--- src/rtl/axi4_clint_mh_if.sv ---
// AXI4 bus bundle used by the CLINT: 32-bit address/data, 4-bit IDs.
// Only single-beat transfers are carried; the len fields exist for bus compatibility.
interface axi4_interface;
  logic [3:0]  awid;
  logic [31:0] awaddr;
  logic [7:0]  awlen;
  logic        awvalid;
  logic        awready;
  logic [31:0] wdata;
  logic [3:0]  wstrb;
  logic        wlast;
  logic        wvalid;
  logic        wready;
  logic [3:0]  bid;
  logic [1:0]  bresp;
  logic        bvalid;
  logic        bready;
  logic [3:0]  arid;
  logic [31:0] araddr;
  logic [7:0]  arlen;
  logic        arvalid;
  logic        arready;
  logic [3:0]  rid;
  logic [31:0] rdata;
  logic [1:0]  rresp;
  logic        rlast;
  logic        rvalid;
  logic        rready;

  modport slave (
    input  awid, awaddr, awlen, awvalid, output awready,
    input  wdata, wstrb, wlast, wvalid, output wready,
    output bid, bresp, bvalid, input bready,
    input  arid, araddr, arlen, arvalid, output arready,
    output rid, rdata, rresp, rlast, rvalid, input rready
  );

  modport master (
    output awid, awaddr, awlen, awvalid, input awready,
    output wdata, wstrb, wlast, wvalid, input wready,
    input  bid, bresp, bvalid, output bready,
    output arid, araddr, arlen, arvalid, input arready,
    input  rid, rdata, rresp, rlast, rvalid, output rready
  );
endinterface

--- src/rtl/axi4_clint_mh.sv ---
// Multi-hart CLINT on an AXI4 slave: prescaled 64-bit mtime, per-hart mtimecmp/msip,
// registered mtip compare. Single-beat reads and writes with byte strobes.
module axi4_clint_mh #(
  parameter int          NUM_HARTS = 1,
  parameter logic [31:0] BASE_ADDR = 32'h0200_0000,
  parameter int          TICK_DIV  = 1
) (
  input  logic                 clk,
  input  logic                 rst,
  axi4_interface.slave         clint,
  output logic [NUM_HARTS-1:0] msip,
  output logic [NUM_HARTS-1:0] mtip,
  output logic                 dbg_rd_state,
  output logic                 dbg_wr_state
);
  localparam int PW = (TICK_DIV > 1) ? $clog2(TICK_DIV) : 1;
  localparam logic [1:0] OKAY = 2'b00;
  localparam logic [1:0] DECERR = 2'b11;

  typedef enum logic [1:0] {K_NONE, K_MSIP, K_CMP, K_TIME} kind_t;
  typedef enum logic {R_IDLE, R_DATA} rd_state_t;
  typedef enum logic {W_IDLE, W_RESP} wr_state_t;

  rd_state_t   rd_state;
  wr_state_t   wr_state;
  logic [PW-1:0] presc;
  logic        tick;
  logic [63:0] mtime, mtime_inc;
  logic [63:0] mtimecmp [NUM_HARTS];

  logic        arready_q, rvalid_q;
  logic [31:0] rdata_q;
  logic [1:0]  rresp_q;
  logic [3:0]  rid_q;
  logic        awready_q, wready_q, bvalid_q;
  logic [1:0]  bresp_q;
  logic [3:0]  bid_q;
  logic        aw_done, w_done;
  logic [31:0] aw_addr, w_data;
  logic [3:0]  aw_id, w_strb;

  kind_t       rd_kind, wr_kind;
  logic [31:0] rd_off, wr_off, rd_val;
  logic        wr_en;
  logic        unused;

  function automatic kind_t dec_kind(input logic [31:0] addr);
    logic [31:0] off;
    kind_t k;
    off = addr - BASE_ADDR;
    k = K_NONE;
    if (off[31:16] == 16'h0) begin
      if (off[15:14] == 2'b00 && 32'(off[13:2]) < NUM_HARTS) k = K_MSIP;
      else if (off[15:14] == 2'b01 && 32'(off[13:3]) < NUM_HARTS) k = K_CMP;
      else if (off[15:3] == 13'h17FF) k = K_TIME;
    end
    return k;
  endfunction

  function automatic logic [31:0] merge(input logic [31:0] old_v, input logic [31:0] new_v,
                                        input logic [3:0] strb);
    logic [31:0] res;
    for (int b = 0; b < 4; b++) res[8*b +: 8] = strb[b] ? new_v[8*b +: 8] : old_v[8*b +: 8];
    return res;
  endfunction

  // Handshake rule on every channel: a transfer happens on the rising edge where valid and
  // ready are both high; a source holds valid and payload stable until that edge.
  assign clint.arready = arready_q;
  assign clint.rvalid  = rvalid_q;
  assign clint.rdata   = rdata_q;
  assign clint.rresp   = rresp_q;
  assign clint.rid     = rid_q;
  assign clint.rlast   = rvalid_q;
  assign clint.awready = awready_q;
  assign clint.wready  = wready_q;
  assign clint.bvalid  = bvalid_q;
  assign clint.bresp   = bresp_q;
  assign clint.bid     = bid_q;
  assign dbg_rd_state  = rd_state;
  assign dbg_wr_state  = wr_state;

  assign tick      = (presc == PW'(TICK_DIV - 1));
  assign mtime_inc = mtime + {63'b0, tick};
  assign wr_en     = (wr_state == W_IDLE) && aw_done && w_done;
  assign unused    = ^{clint.awlen, clint.arlen, clint.wlast, rd_off, wr_off};

  always_comb begin
    rd_kind = dec_kind(clint.araddr);
    rd_off  = clint.araddr - BASE_ADDR;
    wr_kind = dec_kind(aw_addr);
    wr_off  = aw_addr - BASE_ADDR;
    rd_val  = '0;
    for (int h = 0; h < NUM_HARTS; h++) begin
      if (rd_kind == K_MSIP && rd_off[5:2] == 4'(h)) rd_val = {31'b0, msip[h]};
      if (rd_kind == K_CMP && rd_off[6:3] == 4'(h))
        rd_val = rd_off[2] ? mtimecmp[h][63:32] : mtimecmp[h][31:0];
    end
    if (rd_kind == K_TIME) rd_val = rd_off[2] ? mtime[63:32] : mtime[31:0];
  end

  always_ff @(posedge clk or negedge rst) begin
    if (!rst) begin
      rd_state  <= R_IDLE;
      arready_q <= 1'b1;
      rvalid_q  <= 1'b0;
      rdata_q   <= '0;
      rresp_q   <= OKAY;
      rid_q     <= '0;
    end else begin
      case (rd_state)
        R_IDLE: if (clint.arvalid && arready_q) begin
          rd_state  <= R_DATA;
          rid_q     <= clint.arid;
          rdata_q   <= rd_val;
          rresp_q   <= (rd_kind == K_NONE) ? DECERR : OKAY;
          rvalid_q  <= 1'b1;
          arready_q <= 1'b0;
        end
        R_DATA: if (clint.rready) begin
          rd_state  <= R_IDLE;
          rvalid_q  <= 1'b0;
          arready_q <= 1'b1;
        end
        default: rd_state <= R_IDLE;
      endcase
    end
  end

  // AW and W are captured independently; the write commits one edge after both are held.
  always_ff @(posedge clk or negedge rst) begin
    if (!rst) begin
      wr_state  <= W_IDLE;
      awready_q <= 1'b1;
      wready_q  <= 1'b1;
      bvalid_q  <= 1'b0;
      bresp_q   <= OKAY;
      bid_q     <= '0;
      aw_done   <= 1'b0;
      w_done    <= 1'b0;
      aw_addr   <= '0;
      aw_id     <= '0;
      w_data    <= '0;
      w_strb    <= '0;
    end else begin
      case (wr_state)
        W_IDLE: begin
          if (clint.awvalid && awready_q) begin
            aw_done   <= 1'b1;
            awready_q <= 1'b0;
            aw_addr   <= clint.awaddr;
            aw_id     <= clint.awid;
          end
          if (clint.wvalid && wready_q) begin
            w_done   <= 1'b1;
            wready_q <= 1'b0;
            w_data   <= clint.wdata;
            w_strb   <= clint.wstrb;
          end
          if (wr_en) begin
            wr_state <= W_RESP;
            bvalid_q <= 1'b1;
            bid_q    <= aw_id;
            bresp_q  <= (wr_kind == K_NONE) ? DECERR : OKAY;
          end
        end
        W_RESP: if (clint.bready) begin
          wr_state  <= W_IDLE;
          bvalid_q  <= 1'b0;
          awready_q <= 1'b1;
          wready_q  <= 1'b1;
          aw_done   <= 1'b0;
          w_done    <= 1'b0;
        end
        default: wr_state <= W_IDLE;
      endcase
    end
  end

  always_ff @(posedge clk or negedge rst) begin
    if (!rst) begin
      presc <= '0;
      mtime <= '0;
      msip  <= '0;
      mtip  <= '0;
      for (int h = 0; h < NUM_HARTS; h++) mtimecmp[h] <= '1;
    end else begin
      presc <= tick ? '0 : presc + PW'(1);
      mtime <= mtime_inc;
      // Written mtime bytes override the tick; the other bytes keep the incremented value.
      if (wr_en && wr_kind == K_TIME) begin
        if (wr_off[2]) mtime[63:32] <= merge(mtime_inc[63:32], w_data, w_strb);
        else           mtime[31:0]  <= merge(mtime_inc[31:0], w_data, w_strb);
      end
      for (int h = 0; h < NUM_HARTS; h++) begin
        mtip[h] <= (mtime >= mtimecmp[h]);
        if (wr_en && wr_kind == K_MSIP && wr_off[5:2] == 4'(h) && w_strb[0])
          msip[h] <= w_data[0];
        if (wr_en && wr_kind == K_CMP && wr_off[6:3] == 4'(h)) begin
          if (wr_off[2]) mtimecmp[h][63:32] <= merge(mtimecmp[h][63:32], w_data, w_strb);
          else           mtimecmp[h][31:0]  <= merge(mtimecmp[h][31:0], w_data, w_strb);
        end
      end
    end
  end
endmodule

--- src/flat_wrapper.sv ---
// flat-port wrapper written by rule: the top's interface ports become plain ports
module axi4_clint_mh_flat 
#(
  parameter int          NUM_HARTS = 1,
  parameter logic [31:0] BASE_ADDR = 32'h0200_0000,
  parameter int          TICK_DIV  = 1
)
  (clk, rst, msip, mtip, dbg_rd_state, dbg_wr_state, clint_awid, clint_awaddr, clint_awlen, clint_awvalid, clint_awready, clint_wdata, clint_wstrb, clint_wlast, clint_wvalid, clint_wready, clint_bid, clint_bresp, clint_bvalid, clint_bready, clint_arid, clint_araddr, clint_arlen, clint_arvalid, clint_arready, clint_rid, clint_rdata, clint_rresp, clint_rlast, clint_rvalid, clint_rready);
  axi4_interface clint_i ();
  input  logic clk;
  input  logic rst;
  output logic [NUM_HARTS-1:0] msip;
  output logic [NUM_HARTS-1:0] mtip;
  output logic dbg_rd_state;
  output logic dbg_wr_state;
  input wire logic [$bits(clint_i.awid)-1:0] clint_awid;
  input wire logic [$bits(clint_i.awaddr)-1:0] clint_awaddr;
  input wire logic [$bits(clint_i.awlen)-1:0] clint_awlen;
  input wire logic [$bits(clint_i.awvalid)-1:0] clint_awvalid;
  output wire logic [$bits(clint_i.awready)-1:0] clint_awready;
  input wire logic [$bits(clint_i.wdata)-1:0] clint_wdata;
  input wire logic [$bits(clint_i.wstrb)-1:0] clint_wstrb;
  input wire logic [$bits(clint_i.wlast)-1:0] clint_wlast;
  input wire logic [$bits(clint_i.wvalid)-1:0] clint_wvalid;
  output wire logic [$bits(clint_i.wready)-1:0] clint_wready;
  output wire logic [$bits(clint_i.bid)-1:0] clint_bid;
  output wire logic [$bits(clint_i.bresp)-1:0] clint_bresp;
  output wire logic [$bits(clint_i.bvalid)-1:0] clint_bvalid;
  input wire logic [$bits(clint_i.bready)-1:0] clint_bready;
  input wire logic [$bits(clint_i.arid)-1:0] clint_arid;
  input wire logic [$bits(clint_i.araddr)-1:0] clint_araddr;
  input wire logic [$bits(clint_i.arlen)-1:0] clint_arlen;
  input wire logic [$bits(clint_i.arvalid)-1:0] clint_arvalid;
  output wire logic [$bits(clint_i.arready)-1:0] clint_arready;
  output wire logic [$bits(clint_i.rid)-1:0] clint_rid;
  output wire logic [$bits(clint_i.rdata)-1:0] clint_rdata;
  output wire logic [$bits(clint_i.rresp)-1:0] clint_rresp;
  output wire logic [$bits(clint_i.rlast)-1:0] clint_rlast;
  output wire logic [$bits(clint_i.rvalid)-1:0] clint_rvalid;
  input wire logic [$bits(clint_i.rready)-1:0] clint_rready;
  assign clint_i.awid = clint_awid;
  assign clint_i.awaddr = clint_awaddr;
  assign clint_i.awlen = clint_awlen;
  assign clint_i.awvalid = clint_awvalid;
  assign clint_awready = clint_i.awready;
  assign clint_i.wdata = clint_wdata;
  assign clint_i.wstrb = clint_wstrb;
  assign clint_i.wlast = clint_wlast;
  assign clint_i.wvalid = clint_wvalid;
  assign clint_wready = clint_i.wready;
  assign clint_bid = clint_i.bid;
  assign clint_bresp = clint_i.bresp;
  assign clint_bvalid = clint_i.bvalid;
  assign clint_i.bready = clint_bready;
  assign clint_i.arid = clint_arid;
  assign clint_i.araddr = clint_araddr;
  assign clint_i.arlen = clint_arlen;
  assign clint_i.arvalid = clint_arvalid;
  assign clint_arready = clint_i.arready;
  assign clint_rid = clint_i.rid;
  assign clint_rdata = clint_i.rdata;
  assign clint_rresp = clint_i.rresp;
  assign clint_rlast = clint_i.rlast;
  assign clint_rvalid = clint_i.rvalid;
  assign clint_i.rready = clint_rready;
  axi4_clint_mh #(.NUM_HARTS(NUM_HARTS), .BASE_ADDR(BASE_ADDR), .TICK_DIV(TICK_DIV)) u_core (.clk(clk), .rst(rst), .clint(clint_i), .msip(msip), .mtip(mtip), .dbg_rd_state(dbg_rd_state), .dbg_wr_state(dbg_wr_state));
endmodule
--- config.mk ---
export PLATFORM = sky130hd
export DESIGN_NAME = axi4_clint_mh_flat
export DESIGN_NICKNAME = d
export VERILOG_FILES = /design/src/rtl/axi4_clint_mh_if.sv /design/src/rtl/axi4_clint_mh.sv /design/src/flat_wrapper.sv
export SDC_FILE = /design/constraint.sdc
export NUM_CORES = 1
export LEC_CHECK = 0
export ABC_CLOCK_PERIOD_IN_PS = 5600
export CAP_MARGIN = 10
export CORE_ASPECT_RATIO = 1.1
export CORE_MARGIN = 2
export CORE_UTILIZATION = 57
export CTS_CLUSTER_DIAMETER = 50
export DETAILED_ROUTE_END_ITERATION = 6
export PLACE_DENSITY = 0.86
export SKIP_LAST_GASP = 1
export SYNTH_ARGS = -nofsm -noshare
export SYNTH_HDL_FRONTEND = slang
export SYNTH_SLANG_ARGS = --single-unit
export TNS_END_PERCENT = 10
--- constraint.sdc ---
create_clock -name clk -period 5.6 [get_ports clk]
set_clock_uncertainty 0.15 [all_clocks]
set_input_delay 1.12 -clock clk [delete_from_list [all_inputs] [get_ports clk]]
set_output_delay 1.12 -clock clk [all_outputs]
set_load 0.02 [all_outputs]
==> key figures <==
Outcome
  • Status: finished, final reports clean

Detailed routing
  • TritonRoute pass-1 iters: 5
  • Antenna violation net count after detailed routing: 0
  • Via count: 10137
  • Routed vias/inst: about 6
  • DRC errors left: 0
  • Routed wire length: 32700 um
  • DR iter-0 viols: 693
  • Wire per inst: 19.3 um

Timing
  • Max frequency: 277 MHz
  • Relative slew slack: about a quarter
  • Endpoints failing setup: 0
  • Worst Hold Slack: 0.327 ns
  • Post-route minimum period: 3.62 ns
  • Fin. Hold Viols: 0
  • Worst setup margin: 1.98 ns
  • Final Cycle Share: 64.6%
  • Total negative slack: 0 ns
  • Max-slew violation count: 0
  • RSZ-0062 raised after global routing: false
  • Least-Margin Pin Slew: 1.12 ns

Power
  • Leak pwr: 7.00 nW
  • Tot Pwr: 0.00537 W
  • Maximum vdd ir drop: ~0.35 mV
  • Power Density: 329 nW/um2

Clock network
  • TritonCTS clock tree: yes
  • Clock insertion delay at the later pin of the skew report: about 0.55 ns
  • CTS Sinks: 251
  • Maximum buffer depth of the clock tree: 3
  • Reg clk slew, reported paths: 0.06 ns
  • Post CTS Setup Buffer Count: 0
  • # resized after CTS: 0
  • CTS Hold Bufs: 0
  • Root buffer cell: clkbuf_16
  • H-tree levels: 1
  • TritonCTS Buffers: 28

Floorplanning
  • Chip Height: roughly 170 um
  • Total die area: ~25000 um2
  • Core area: 23000 um2
  • Die width: 150 um
  • Site Rows: 58
  • Initial core utilization: 58.5%
  • Boundary Pins: 186

Setup path
  • Worst Path Max Fanout: 32
  • Reg-to-reg critical path endpoint: u_core.mtime[54]
  • Critical Path Source Type: input port
  • WS Path Type: in2reg
  • R2R Path Start: u_core.mtime[2]
  • R2R setup slack: 2.20 ns
  • R2R depth: 7
  • Critical Path AT: just under 4 ns
  • CP endpoint kind: flip-flop
  • Worst path required time: ~5.9 ns

Run
  • Max Cap Violations: 0

Finish
  • Fill cell count: 1591
  • Share of cells above drive strength 1: 21.6%
  • Ant. Diodes: 0
  • Final nets: 1568
  • Area Growth Syn to Fin: 21.3%

Synth
  • Post-Syn Nets: between 1000 and 1500
  • FF+latch count, synth: 251
  • Mapped Cells: 1211
  • Syn Std Cell Area: 13400 um2
  • EDFF count, synth: 0
  • Primary FF master, synth: dfrtp_1
  • Yosys cell types: 56
  • Post-synth ARST share: 100%
  • YS warnings: 0
  • Syn Area/Cell: approximately 11 um2
  • Sequential element share of the synthesized area: 47.3%

Global routing
  • GR Util met1: 33.1%
  • Initial antenna violation count: 0
  • Vias in the first global route: 10494
  • M3 GR Usage: 4.97%
  • GRT Util Overall: 26.8%
  • Global-route wire length before repair: 52900 um
  • Top Usage Layer GRT: met2
  • Global-route track usage on met2: between 40 and 50%
  • Pin count of the biggest net entering global routing: 127
  • Grt total ovfl: 0

Placement
  • DP HPWL: 23000 um
  • I/O Buffers: 164
  • GPL Wtd Cong: 0.897
  • Pre-CTS worst setup slack: 1.46 ns

Worst hold path
  • Hold Path Sink: u_core.clint.rdata[20]
  • Hold Path Depth: 2
  • Worst hold path class: reg2reg
  • Hold_sp: u_core.clint.rdata[20]
[sequential cells by signal, indices dropped and copies added, names as in the netlist, 4 cells and up]
name	flops
u_core.clint.rid	4
u_core.aw_addr	30
u_core.w_data	32
u_core.aw_id	4
u_core.mtimecmp	64
u_core.clint.bid	4
u_core.mtime	64
u_core.w_strb	4
u_core.clint.rdata	32
[synth_stat cells (2+ instances only)]
cell / count / area (um2)
nor2_1: 59 / 221
o211ai_1: 3 / 22.5
buf_4: 3 / 22.5
nor4_1: 15 / 93.8
a21oi_1: 62 / 310
ha_1: 67 / 838
a21o_1: 6 / 45.0
nor4b_1: 3 / 26.3
nand3_1: 41 / 205
nand2_4: 2 / 22.5
or4b_4: 2 / 27.5
xnor2_1: 40 / 350
mux2i_1: 63 / 631
dfstp_2: 67 / 1760
buf_1: 2 / 7.51
inv_1: 82 / 308
nand4_1: 36 / 225
nand4b_1: 5 / 43.8
xor2_1: 23 / 201
o21ai_0: 55 / 275
buf_2: 4 / 20.0
nor4_4: 3 / 63.8
clkbuf_1: 32 / 120
nor3_1: 10 / 50.1
o22a_1: 31 / 272
and4_1: 10 / 87.6
mux2_1: 10 / 113
and2_1: 3 / 18.8
or3_1: 5 / 31.3
mux2_2: 158 / 1780
and3_1: 19 / 119
or4_1: 2 / 15.0
a211oi_1: 4 / 30.0
dfrtp_1: 184 / 4600
nand2_1: 79 / 297
[critical path, cell delays in order]
cell and delay [ns]:
clkdlybuf4s50_1 0.39, or4_1 0.51, nor4_1 0.18, and4_1 0.33, nand3_2 0.70, o22a_1 0.48
o21ai_0 0.19
[report_power, final]
part | switching, W | internal [W]
Sequential | 0.000371 | 0.00216
Clock | 0.000768 | 0.00110
Combinational | 0.000432 | 0.000548
Total | 0.00157 | 0.00380
[logic make-up (layout without fill, tap and decap cells)]
logic type / after synthesis / in the layout / share of synthesized area, %
AO/OA/AOI/OAI: 174 / 174 / 7.89
XOR/XNOR: 63 / 63 / 4.10
adder cells (fa/ha/maj): 67 / 67 / 6.23
buffers and inverters: 125 / 305 / 3.68
flip-flops: 251 / 251 / 47.3
multiplexers: 231 / 231 / 18.8
AND/OR/NAND/NOR: 300 / 300 / 12.0
[per-stage QoR]
step / util, % / cells / instance area [um2]
finish: 70.9 / 1691 / 16300
global route: 70.9 / 1691 / 16300
CTS: 70.9 / 1691 / 16300
detailed placement: 66.8 / 1639 / 15400
global placement: 66.8 / 1639 / 15400
floorplan: - / 1211 / 13400
[layout by cell type (no fill, tap or decap), types with 4 or more instances in the layout]
master and n:
a21oi_1 62, clkbuf_16 29, inv_1 82, nand4_1 36
clkbuf_8 4, clkinv_2 8, a211oi_1 4, clkdlybuf4s50_1 162
ha_1 67, o21ai_0 55, buf_4 7, dfrtp_1 184
nand3_1 38, mux2_2 158, o22a_1 31, and3_1 19
mux2i_1 63, nand2_1 79, nand4b_1 5, nor3_1 10
or3_1 5, a21o_1 6, xor2_1 23, and4_1 10
dfstp_2 67, mux2_1 10, clkinv_4 4, nor4_1 15
nor2_1 59, xnor2_1 40
[layer usage]
layer  vias to the layer above  routed length (um)
met3                        98                2300
met2                       372               16000
met5                         -                   0
met4                         0                1360
li1                       4680                   -
met1                      4987               13000
[final cells by class]
type / count / area, um2 / share of cell area, %
Clock buffer: 35 / 788 / 4.83
Sequential cell: 251 / 6360 / 39.0
Clock inverter: 17 / 163 / 0.997
Tap cell: 300 / 375 / 2.30
Multi-Input combinational cell: 835 / 6600 / 40.5
Inverter: 82 / 308 / 1.89
Timing Repair Buffer: 171 / 1710 / 10.5
[worst max path at each step]
stage	start	to	slack [ns]	cells after the start
2_1_floorplan	clint_araddr[23]	u_core.clint.rdata[1]	2.67	7
3_3_place_gp	clint_araddr[23]	u_core.clint.rdata[9]	1.52	7
3_5_place_dp	clint_araddr[23]	u_core.clint.rdata[4]	1.46	7
4_1_cts	clint_araddr[23]	u_core.clint.rdata[4]	2.00	7
5_1_grt	clint_araddr[23]	u_core.clint.rdata[4]	1.85	7
6_report	clint_araddr[23]	u_core.clint.rdata[4]	1.98	7
(Power assumes the default switching activity.)
